[config.mk]
export PLATFORM = sky130hd
export DESIGN_NAME = spi_write_arbiter
export DESIGN_NICKNAME = d
export VERILOG_FILES = /design/src/rtl/spi_write_arbiter.sv
export SDC_FILE = /design/constraint.sdc
export NUM_CORES = 1
export LEC_CHECK = 0
export CAP_MARGIN = 15
export CELL_PAD_IN_SITES_DETAIL_PLACEMENT = 0
export CELL_PAD_IN_SITES_GLOBAL_PLACEMENT = 1
export CORE_MARGIN = 2
export CORE_UTILIZATION = 32
export DETAILED_ROUTE_END_ITERATION = 10
export PLACE_DENSITY = 0.84
export SYNTH_ARGS = -nofsm -noshare
export SYNTH_HDL_FRONTEND = slang
export SYNTH_SLANG_ARGS = --single-unit
export TNS_END_PERCENT = 5
[constraint.sdc]
create_clock -name clk_i -period 5.32 [get_ports clk_i]
set_input_delay 0.532 -clock clk_i [delete_from_list [all_inputs] [get_ports clk_i]]
set_output_delay 0.532 -clock clk_i [all_outputs]
set_load 0.05 [all_outputs]
[src/rtl/spi_write_arbiter.sv]
// spi_write_arbiter: round-robin arbiter feeding two requesters' words into one SPI core.
// Ports:
//   clk_i, rst_n                - clock, asynchronous active-low reset
//   reqN_valid_i/data_i         - requester N has a word pending / the word
//   reqN_ready_o                - word accepted when valid & ready (IDLE only)
//   reqN_done_o                 - one-cycle pulse when requester N's transfer completes
//   spi_sdo_data_o/valid_o      - word and one-cycle load strobe to the SPI core
//   spi_sdo_ready_i             - SPI core busy-shifting flag
//   busy_o, owner_o             - FSM not idle / index of current or last grant
//   err_timeout_o               - one-cycle pulse when a transfer times out
module spi_write_arbiter #(
  parameter int DATA_WIDTH     = 32,
  parameter int TIMEOUT_CYCLES = 255,
  parameter int GAP_CYCLES     = 2
) (
  input  logic                  clk_i,
  input  logic                  rst_n,
  input  logic                  req0_valid_i,
  input  logic [DATA_WIDTH-1:0] req0_data_i,
  output logic                  req0_ready_o,
  output logic                  req0_done_o,
  input  logic                  req1_valid_i,
  input  logic [DATA_WIDTH-1:0] req1_data_i,
  output logic                  req1_ready_o,
  output logic                  req1_done_o,
  output logic [DATA_WIDTH-1:0] spi_sdo_data_o,
  output logic                  spi_sdo_valid_o,
  input  logic                  spi_sdo_ready_i,
  output logic                  busy_o,
  output logic                  owner_o,
  output logic                  err_timeout_o
);
  // One counter serves both the wait timeout and the inter-transfer gap.
  localparam int CMAX = TIMEOUT_CYCLES > 15 ? TIMEOUT_CYCLES : 15;
  localparam int CW   = $clog2(CMAX + 1);
  typedef enum logic [2:0] {IDLE, ISSUE, WAIT_START, WAIT_DONE, GAP} state_e;
  state_e                state_q, state_d;
  logic [DATA_WIDTH-1:0] data_q, data_d;
  logic                  owner_q, owner_d, last_q, last_d, err_q, err_d;
  logic [1:0]            done_q, done_d;
  logic [CW-1:0]         cnt_q, cnt_d;
  logic                  grant1, waiting, complete, expired;
  always_comb begin
    grant1       = req1_valid_i & (~req0_valid_i | ~last_q);
    req1_ready_o = (state_q == IDLE) & grant1;
    req0_ready_o = (state_q == IDLE) & req0_valid_i & ~grant1;
    waiting      = (state_q == WAIT_START) || (state_q == WAIT_DONE);
    complete     = (state_q == WAIT_DONE) && !spi_sdo_ready_i;
    // Completion in the final allowed cycle beats the timeout.
    expired      = waiting && (cnt_q == CW'(TIMEOUT_CYCLES - 1)) && !complete;
    state_d      = state_q;
    data_d       = data_q;
    owner_d      = owner_q;
    last_d       = last_q;
    done_d       = '0;
    err_d        = 1'b0;
    cnt_d        = cnt_q;
    case (state_q)
      IDLE: if (req0_ready_o || req1_ready_o) begin
        state_d = ISSUE;
        data_d  = req1_ready_o ? req1_data_i : req0_data_i;
        owner_d = req1_ready_o;
        last_d  = req1_ready_o;
      end
      ISSUE: begin
        state_d = WAIT_START;
        cnt_d   = '0;
      end
      WAIT_START: state_d = spi_sdo_ready_i ? WAIT_DONE : WAIT_START;
      WAIT_DONE: if (complete) begin
        state_d = GAP;
        done_d  = owner_q ? 2'b10 : 2'b01;
      end
      GAP: begin
        state_d = (cnt_q == CW'(GAP_CYCLES - 1)) ? IDLE : GAP;
        cnt_d   = cnt_q + 1'b1;
      end
      default: state_d = IDLE;
    endcase
    if (waiting) cnt_d = (cnt_q == CW'(TIMEOUT_CYCLES)) ? cnt_q : cnt_q + 1'b1;
    if (expired) begin
      state_d = GAP;
      err_d   = 1'b1;
    end
    if (state_d == GAP && state_q != GAP) cnt_d = '0;
  end
  always_ff @(posedge clk_i or negedge rst_n) begin
    if (!rst_n) begin
      state_q <= IDLE;
      data_q  <= '0;
      owner_q <= 1'b0;
      last_q  <= 1'b1;
      done_q  <= '0;
      err_q   <= 1'b0;
      cnt_q   <= '0;
    end else begin
      state_q <= state_d;
      data_q  <= data_d;
      owner_q <= owner_d;
      last_q  <= last_d;
      done_q  <= done_d;
      err_q   <= err_d;
      cnt_q   <= cnt_d;
    end
  end
  assign spi_sdo_data_o  = data_q;
  assign spi_sdo_valid_o = state_q == ISSUE;
  assign busy_o          = state_q != IDLE;
  assign owner_o         = owner_q;
  assign req0_done_o     = done_q[0];
  assign req1_done_o     = done_q[1];
  assign err_timeout_o   = err_q;
endmodule

==> parameters.txt <==
Parameter                              Value

Global route
  Combined global-route utilization of all metal layers ... 13.59%
  Vias in the first global route ... 1855
  Overflow left after global routing ... 0
  Maximum number of pins on one net before global-route repair ... 65
  Antenna violations before repair ... 0
  Global-route wire length before repair ... 8459 µm

Logic synthesis
  Post-synthesis sequential element count ... 48
  Multiplexer fraction of the synthesized cell area ... 13.74%
  Fraction of the yosys area taken by sequential cells ... 51.58%
  Area leader, netlist ... dfrtp_1
  Simple-gate share of the synthesized area ... between 10% and 20%
  Post-synth design cell area ... roughly 2300 µm²
  Syn Area/Cell ... around 9.9 µm²
  Synthesis Warnings ... 0
  Instance count of the mapped netlist ... 236
  Top-area cell type share of the netlist area ... roughly half
  Compound-Gate Fraction of Synth Area ... 13.26%
  Number of library cell types mapped by synthesis ... 33
  Post-synthesis share of cell area spent on xor and xnor gates ... 0%
  Top post-synthesis cells by area ... dfrtp_1, mux2i_1, nand2_1
  Number of nets in the synthesized netlist ... about 310
  Area share of fa/ha/maj cells after synthesis ... 1.610%
  Main combinational cell family by area after synthesis ... simple AND/OR/NAND/NOR gates

Drt
  Post-route DRC violation count ... 0
  Routed WL per cell ... 12.89 µm
  Number of routed nets with antenna violations ... 0
  Via density ... 4.689
  Drt initial violations ... 29
  Detailed-route via count ... 2068
  Routed wire length ... 5686 µm
  Total iterations of the first detailed-routing run ... 4

Worst setup path
  Nature of the critical path endpoint ... output port
  CP delay by family, top ... buffers and inverters
  Worst reg2reg path endpoint ... cnt_q[5]
  Critical path buffers and inverters ... 3
  Worst-path fanout max ... 34
  Crit-path cells ... nor3_2 > nand3_2 > buf_4 > inv_1 > clkdlybuf4s50_1
  Worst path slowest cell ... clkdlybuf4s50_1
  Worst flop-to-flop path startpoint ... cnt_q[0]
  Worst Path Arrival ... approximately 2600 ps
  Startpoint type of the worst setup path ... flip-flop
  Register-to-register setup slack ... 3120 ps
  Crit path kind ... flip-flop to output port
  Max stage delay on crit path ... 800 ps
  Depth of the worst register-to-register path ... 5
  Required @ worst endpoint ... 4790 ps

STA
  Hold Fails Final Rpt ... 0
  Pins over their slew limit ... 0
  Clock Skew ... 3.749 ps
  Final period utilization ... 59.54%
  Hold Worst Slack ... 199.9 ps
  Least setup slack across all paths after layout ... 2152 ps
  Total Neg Setup Slack ... 0 ps
  Maximum clock frequency ... 315.7 MHz
  Time the worst path needs with I/O delays and setup ... between 3000 and 4000 ps
  Final setup violation count ... 0
  RSZ-0062 raised after global routing ... no
  Max-Slew Margin vs Limit ... 62.90%
  Transition time of the tightest slew-check pin ... 556.5 ps

Finish
  Final #Nets ... 413
  Synthesis-to-finish area growth ... 55.02%
  Share of post-route cells with drive strength above 1 ... between 4 and 5%
  Diodes inserted ... 0

Pwr
  Pwr Density ... 567.1 nW/µm²
  Clock share of power ... a little over a tenth
  Relative contribution of combinational cells to total power ... 59.3%
  Total power ... 2.049 mW
  Sw Share ... 49.19%
  P_leak ... 1.720 nW
  Worst vdd ir ... 0.1612 mV
  Sequential fraction of design power ... 29.8%
  Internal ... 1.041 mW
  Reported net switching power ... 1.008 mW

Die
  Area of the die ... 7983 µm²
  I/O Pins ... ~110
  Horiz. Die Dim ... 89.35 µm
  Core box area ... about 7100 µm²
  Std cell rows ... 31
  Initial Util ... 32.66%
  Die outline height ... 89.35 µm

Clock network
  Resize count post-CTS ... 0
  Clock Path Buffers ... 2
  Clock latency on the worst-skew pair ... 290 ps
  Clock transition at the registers of the reported paths ... around 90 ps
  Number of buffers added for setup after CTS ... 0
  Max H-tree Level ... 2
  Count of clock tree sinks ... 48
  CTS tree ... built
  Quantity of hold-fixing buffers added after cts ... 0
  Number of buffers added by the clock tree synthesis step ... 5
  Buffer type at the clock tree root ... clkbuf_8

Placement
  Gp weighted congestion ... 0.8306
  Port Buffer Count ... about 110
  Setup WS pre-CTS ... 2169 ps
  DP HPWL ... 4210 µm

Flow run
  Total of max-cap violations ... 0

Outcome
  Result of the run ... finished clean

Min path
  Classification of the worst-slack hold path ... input port to async pin
-- registers in the layout, summed over array words and instances (netlist names) --
signal and cells:
spi_sdo_data_o 32, done_q 2, err_timeout_o 1, state_q 3, cnt_q 8, owner_o 1, last_q 1
-- power by group through the flow --
| stage | logic (mW) | registers [mW] | clock network [mW] |
|---|---|---|---|
| 5_1_grt | 1.30 | 0.631 | 0.250 |
| 3_5_place_dp | 1.23 | 0.621 | 0 |
| 4_1_cts | 1.23 | 0.613 | 0.237 |
| 3_3_place_gp | 1.22 | 0.612 | 0 |
| 2_1_floorplan | 0.403 | 1.03 | 0 |
| 6_report | 1.21 | 0.611 | 0.224 |
-- cells in the final DEF (no fill, tap or decap), types with 3 or more instances in the layout --
cell             count
clkdlybuf4s50_1    107
dfrtp_1             47
nand2_1             43
mux2i_1             32
o21ai_0             28
a21oi_1             13
o21ai_1              9
inv_1                8
clkbuf_8             6
or3_1                5
and3_1               3
nand3b_1             3
nor2_1               3
ha_1                 3
-- metal layers --
metal  routed length, µm  GRT usage, %  vias to the layer above
met5                   0             0                        -
met4                  40         3.664                        0
met3                 376         3.509                        4
met2                2793         23.64                       57
met1                2476         16.72                      975
li1                    -             -                     1032
-- synthesized netlist by cell type --
cell / n
nor3b_1: 2
ha_1: 3
a31oi_1: 1
nand3b_1: 3
a21oi_1: 13
o31ai_1: 2
a21boi_0: 1
nand3_1: 3
o211ai_1: 1
o21ai_0: 28
o21a_1: 1
or3b_2: 1
o21ai_1: 10
nand2_1: 43
buf_4: 2
and3_1: 3
nand2b_1: 2
nor2b_1: 1
inv_1: 8
or3_1: 5
or4_1: 2
and3b_1: 1
mux2i_1: 32
clkbuf_1: 6
nor4_1: 1
dfstp_2: 1
nor2_1: 3
nand4_1: 1
dfrtp_1: 47
buf_2: 5
or4b_1: 2
a311o_1: 1
nor3_2: 1
-- cell type report --
cell class              count  area [µm²]
well taps                  99       123.9
repair buffers            111        1111
clock inverters             1       7.507
clock buffers               7       86.33
fillers                   686        3523
multi-input cells         167        1052
flip-flops and latches     48        1202
inverters                   8       30.03
-- worst max-delay path by stage --
stage | startpoint | endpoint | slack [ps] | depth (start not counted)
final | state_q[2] | req1_ready_o | 2150 | 5
after global routing | state_q[2] | req1_ready_o | 1960 | 5
after CTS | state_q[2] | req1_ready_o | 2110 | 5
after detailed placement | req0_valid_i | req1_ready_o | 2170 | 6
after global placement | req0_valid_i | req1_ready_o | 2210 | 6
after floorplan | state_q[2] | req0_ready_o | 3100 | 4
-- cell families (layout without fill, tap and decap cells) --
logic type               count (synthesis)  count (layout)
AO/OA/AOI/OAI                           58              58
adder cells (fa/ha/maj)                  3               3
buffers and inverters                   21             127
flip-flops                              48              48
multiplexers                            32              32
AND/OR/NAND/NOR                         74              74
-- stage by stage --
| stage | instance area (µm²) | cells | utilization (%) |
|---|---|---|---|
| floorplan | 2331 | 236 | - |
| finish | 3613 | 441 | 50.63 |
| global placement | 3500 | 432 | 49.04 |
| detailed placement | 3500 | 432 | 49.04 |
| CTS | 3593 | 440 | 50.35 |
| global route | 3613 | 441 | 50.63 |
-- worst reg2reg max path: stages (launching register included) --
cell and delay (ps):
dfrtp_1 440, ha_1 230, and3_1 230, a311o_1 530
or4_1 550, a21oi_1 150
Power figures use the tool's default switching activity.
